### config.mk
export PLATFORM = sky130hd
export DESIGN_NAME = seg7_counter_driver_flat
export DESIGN_NICKNAME = d
export VERILOG_FILES = /design/src/rtl/seg7_counter_driver_if.sv /design/src/rtl/seg7_counter_driver.sv /design/src/flat_wrapper.sv
export SDC_FILE = /design/constraint.sdc
export NUM_CORES = 1
export LEC_CHECK = 0
export CAP_MARGIN = 20
export CORE_MARGIN = 8
export CORE_UTILIZATION = 45
export CTS_BUF_LIST = sky130_fd_sc_hd__clkbuf_16
export DETAILED_ROUTE_END_ITERATION = 7
export PLACE_DENSITY = 0.71
export SLEW_MARGIN = 10
export SYNTH_ARGS = -nofsm -noshare
export SYNTH_HDL_FRONTEND = slang
export SYNTH_SLANG_ARGS = --single-unit
### constraint.sdc
create_clock -name io_io_in -period 2 [get_ports io_io_in]
set_input_delay 0.4 -clock io_io_in [delete_from_list [all_inputs] [get_ports io_io_in]]
set_output_delay 0.4 -clock io_io_in [all_outputs]
set_load 0.01 [all_outputs]
### src/rtl/seg7_counter_driver_if.sv
// seg7_counter_driver_if: 8-bit tile bus carrying io_in (clk, rst, load, en, data) and io_out (segments, dp)
interface seg7_counter_driver_if;
    logic [7:0] io_in;
    logic [7:0] io_out;
    modport master (output io_in, input io_out);
    modport slave (input io_in, output io_out);
endinterface

### src/rtl/seg7_counter_driver.sv
// seg7_counter_driver: prescaled up/down digit counter with load, wrap-toggled dp and registered 7-seg outputs
// io.io_in  = {load data[7:4], en[3], load[2], rst[1], clk[0]}
// io.io_out = {dp[7], segments g..a[6:0]}, inverted when COMMON_ANODE=1
module seg7_counter_driver #(
    parameter int PRESCALE     = 4,
    parameter int MAX_COUNT    = 15,
    parameter int DOWN         = 0,
    parameter int COMMON_ANODE = 0
) (
    seg7_counter_driver_if.slave io
);
    localparam int PW = PRESCALE > 1 ? $clog2(PRESCALE) : 1;
    localparam logic [3:0] MAXC = 4'(MAX_COUNT);
    localparam logic [PW-1:0] PLAST = PW'(PRESCALE - 1);
    localparam logic [6:0] SEG [16] = '{
        7'h3F, 7'h06, 7'h5B, 7'h4F, 7'h66, 7'h6D, 7'h7D, 7'h07,
        7'h7F, 7'h6F, 7'h77, 7'h7C, 7'h39, 7'h5E, 7'h79, 7'h71
    };
    logic clk, rst, ld, en;
    logic [3:0] din;
    logic [3:0] count_q, count_d;
    logic [PW-1:0] presc_q, presc_d;
    logic dp_q, dp_d;
    logic [6:0] seg_q, seg_d;
    logic step, wrap;
    assign {din, en, ld, rst, clk} = io.io_in;
    always_comb begin
        step    = en && presc_q == PLAST;
        wrap    = step && (DOWN != 0 ? count_q == 4'd0 : count_q == MAXC);
        count_d = ld ? (din > MAXC ? MAXC : din)
                : !step ? count_q
                : wrap ? (DOWN != 0 ? MAXC : 4'd0)
                : DOWN != 0 ? count_q - 4'd1 : count_q + 4'd1;
        presc_d = (ld || step) ? '0 : en ? presc_q + 1'b1 : presc_q;
        // load wins over en, so a wrap coinciding with a load must not toggle dp
        dp_d    = dp_q ^ (wrap && !ld);
        seg_d   = SEG[count_q];
    end
    always_ff @(posedge clk) begin
        if (rst) begin
            count_q <= '0;
            presc_q <= '0;
            dp_q    <= 1'b0;
            seg_q   <= '0;
        end else begin
            count_q <= count_d;
            presc_q <= presc_d;
            dp_q    <= dp_d;
            seg_q   <= seg_d;
        end
    end
    assign io.io_out = COMMON_ANODE != 0 ? ~{dp_q, seg_q} : {dp_q, seg_q};
endmodule

### src/flat_wrapper.sv
// flat-port wrapper written by rule: the top's interface ports become plain ports
module seg7_counter_driver_flat 
#(
    parameter int PRESCALE     = 4,
    parameter int MAX_COUNT    = 15,
    parameter int DOWN         = 0,
    parameter int COMMON_ANODE = 0
)
  (io_io_in, io_io_out);
  seg7_counter_driver_if io_i ();
  input wire logic [$bits(io_i.io_in)-1:0] io_io_in;
  output wire logic [$bits(io_i.io_out)-1:0] io_io_out;
  assign io_i.io_in = io_io_in;
  assign io_io_out = io_i.io_out;
  seg7_counter_driver #(.PRESCALE(PRESCALE), .MAX_COUNT(MAX_COUNT), .DOWN(DOWN), .COMMON_ANODE(COMMON_ANODE)) u_core (.io(io_i));
endmodule
==> out/summary.log <==
INFO  power          vdd.ir_drop.worst=1.72mV
INFO  critical_path  cpMostUsedCell=sky130_fd_sc_hd__clkbuf_16
INFO  status         failed_checks=negative hold slack
INFO  status         outcome=complete, but fails checks
INFO  finish         final_core_util=80.4%
INFO  synth          synth_top_area_cell=sky130_fd_sc_hd__dfxtp_1
INFO  finish         syn_to_final_growth=71.3%
INFO  critical_path  critical_path.slowest_cell=sky130_fd_sc_hd__a221oi_1
INFO  clock_network  cts.reportedPaths.clkPinSlew=0.05ns
INFO  clock_network  cts_tree=built
INFO  timing         tns=0ns
INFO  detailed_routing drt-pass1-iter-count=4
INFO  die            floorplan.initialDensity=47.0%
INFO  synth          synth.most_common_cell=sky130_fd_sc_hd__dfxtp_1
INFO  synth          synth-main-ff-cell=sky130_fd_sc_hd__dfxtp_1
INFO  synth          post_synth_inst_count=89
INFO  placement      portBuffers=8
INFO  timing         max_slew.worst_pin.slew=0.574ns
INFO  die            placementRows=15
INFO  critical_path  endpoint_kind=register
INFO  grt            grt_antenna_before_repair=0
INFO  clock_network  insertion_delay=0.24ns
INFO  synth          synth.top_cells.by_area=sky130_fd_sc_hd__dfxtp_1 (35%), sky130_fd_sc_hd__ha_1 (14%), sky130_fd_sc_hd__a211oi_1 (3.8%), sky130_fd_sc_hd__inv_1 (3.8%), sky130_fd_sc_hd__a221oi_1 (3.3%)
INFO  detailed_routing drt_iter0_drc=25
INFO  detailed_routing viasPerCell=6.03
INFO  detailed_routing wire_per_inst=18.4um
INFO  timing         grt_setup_unrepaired=false
INFO  die            num_io_pins=16
INFO  detailed_routing finalWirelength=2.45mm
INFO  die            core_area=1690um2
INFO  placement      replace_congestion=0.774
INFO  synth          synth_edf_count=0
INFO  critical_path  crit_path_launch_type=clock port
INFO  clock_network  cts_hold_buffers=0
INFO  synth          postSynth.asyncResetShare=0%
INFO  timing         finalMaxSlewViolations=0
INFO  critical_path  critical_path.n_buffers_inverters=4
INFO  finish         diodes=0
INFO  hold_path      holdPathStages=2
INFO  hold_path      holdCritPathClass=clock port to register
INFO  critical_path  worst_case_reg_to_reg_path_depth=6
INFO  critical_path  cells_along_the_critical_path=clkbuf_16, clkbuf_16, nand2_2, clkbuf_16, clkbuf_16, a21oi_1, a221oi_1
INFO  detailed_routing antenna_left=0
INFO  critical_path  crit_arrival=1.92ns
INFO  power          total_power=0.00305W
INFO  critical_path  critical_path_depth=7
INFO  flow_run       max_cap_check_violation_count=0
INFO  power          static-leakage-power=0.611nW
INFO  critical_path  timing_worst_setup_path_type=clock port to register
INFO  clock_network  post_cts.repair.setup_buffers=0
INFO  critical_path  worst_ep_required_time=2.14ns
INFO  timing         setup_viol=0
INFO  critical_path  cpLargestDelayFamily=buffers and inverters
INFO  die            fp.dieArea=3360um2
INFO  die            die_h=58.0um
INFO  synth          synth.avg_cell_area=8.91um2
INFO  timing         timing.final.hold_violations=1
INFO  finish         post_route_cells_drive_above_1_share=19.8%
INFO  synth          yosysWarnings=0
INFO  synth          syn-cell-area=793um2
INFO  grt            grtUsageTotal=19.0%
INFO  critical_path  worst-r2r-setup-slack=0.29ns
INFO  grt            grt_start_max_net_pins=19
INFO  synth          synth_seq_area_share=35.3%
INFO  power          power.density=2240nW/um2
INFO  synth          yosys_register_bits=14
INFO  grt            remaining_global_route_overflow=0
INFO  synth          post_synth_num_cell_types=31
INFO  critical_path  worstPathMaxFanout=5
INFO  synth          synth_largest_type_area_fraction=35.3%
INFO  timing         finalHoldWorstSlack=-0.0675ns
INFO  synth          leading_post_synthesis_cells_by_instance_count=sky130_fd_sc_hd__dfxtp_1 (14), sky130_fd_sc_hd__ha_1 (9), sky130_fd_sc_hd__inv_1 (8)
INFO  critical_path  critPathMaxStageDelay=0.26ns
INFO  die            die-width=58.0um
INFO  grt            grt_pass1_vias=1085
INFO  grt            global_route_wire_length_before_repair=4.53mm
INFO  timing         timing.max_slew.rel_slack=61.7%
INFO  detailed_routing post-route-drc-count=0
INFO  synth          syn-num-nets=106
INFO  detailed_routing dr_total_vias=802
INFO  finish         num-nets-final=130
INFO  timing         finalClockSkew=0.00233ns
[cell families after synthesis]
logic type / count (synthesis) / synth area share, %
adders and majority gates: 9 / 14.2
xor gates and xnor gates: 2 / 2.21
and+or+nand+nor: 27 / 18.0
muxes: 1 / 2.84
buffers and inverters: 14 / 8.36
AOI/OAI and AO/OA: 22 / 19.1
DFF: 14 / 35.3
[layout by cell type, fill, tap and decap left out, types with 3 or more instances in the layout]
| cell type | count |
|---|---|
| sky130_fd_sc_hd__clkbuf_16 | 19 |
| sky130_fd_sc_hd__dfxtp_1 | 12 |
| sky130_fd_sc_hd__inv_1 | 11 |
| sky130_fd_sc_hd__ha_1 | 9 |
| sky130_fd_sc_hd__clkdlybuf4s50_1 | 8 |
| sky130_fd_sc_hd__nand2_1 | 5 |
| sky130_fd_sc_hd__a21oi_1 | 5 |
| sky130_fd_sc_hd__nor2_1 | 5 |
| sky130_fd_sc_hd__a211oi_1 | 4 |
| sky130_fd_sc_hd__or4_1 | 3 |
| sky130_fd_sc_hd__a221oi_1 | 3 |
| sky130_fd_sc_hd__nor2b_1 | 3 |
| sky130_fd_sc_hd__o21ai_0 | 3 |
| sky130_fd_sc_hd__nor3_1 | 3 |
| sky130_fd_sc_hd__nand3_1 | 3 |
| sky130_fd_sc_hd__clkinv_1 | 3 |
[final timing paths]
kind / from / to
min: io_io_in[5] / u_core.count_q[1]
max: io_io_in[3] / u_core.count_q[0]
max reg2reg: u_core.presc_q[0] / u_core.count_q[1]
min reg2reg: u_core.dp_q / u_core.dp_q
[registers in the layout, indices dropped and copies added, names as in the netlist]
| name | count |
|---|---|
| u_core.seg_q | 7 |
| u_core.count_q | 4 |
| u_core.presc_q | 2 |
| u_core.dp_q | 1 |
[report_power, final]
part | total, W | internal (W) | switching [W]
Clock | 0.00274 | 0.00190 | 0.000839
Combinational | 0.000000000166 | 0 | 0
Sequential | 0.000313 | 0.000313 | 0
[metal layers]
metal / GRT usage (%) / wire length (um) / up-vias / share of wire, %
li1: - / - / 364 / -
met3: 23.0 / 381 / 16 / 16
met1: 13.6 / 781 / 355 / 32
met4: 29.7 / 139 / 0 / 5.7
met2: 19.9 / 1150 / 67 / 47
met5: 0 / 0 / - / 0
[layout make-up]
| type | count | area, um2 |
|---|---|---|
| flip-flops and latches | 14 | 283 |
| fillers | 82 | 330 |
| multi-input cells | 61 | 447 |
| clock buffers | 19 | 475 |
| clock inverters | 9 | 33.8 |
| well taps | 17 | 21.3 |
| repair buffers | 8 | 80.1 |
| inverters | 5 | 18.8 |
[through the flow]
| stage | area [um2] | cells | setup slack [ns] | hold slack (ns) |
|---|---|---|---|---|
| 5_1_grt | 1360 | 133 | 0.0787 | -0.0415 |
| 3_5_place_dp | 858 | 108 | 0.291 | 0.0691 |
| 3_3_place_gp | 858 | 108 | 0.291 | 0.0691 |
| 4_1_cts | 1360 | 133 | 0.144 | -0.0576 |
| 6_report | 1360 | 133 | 0.226 | -0.0675 |
| 2_1_floorplan | 793 | 89 | 0.291 | 0.0787 |
[repair_timing]
item	CTS	global route
endpoints found under the setup margin	0	2
endpoints found under the hold margin	0	0
resized for setup	0	2
Power figures use the tool's default switching activity.
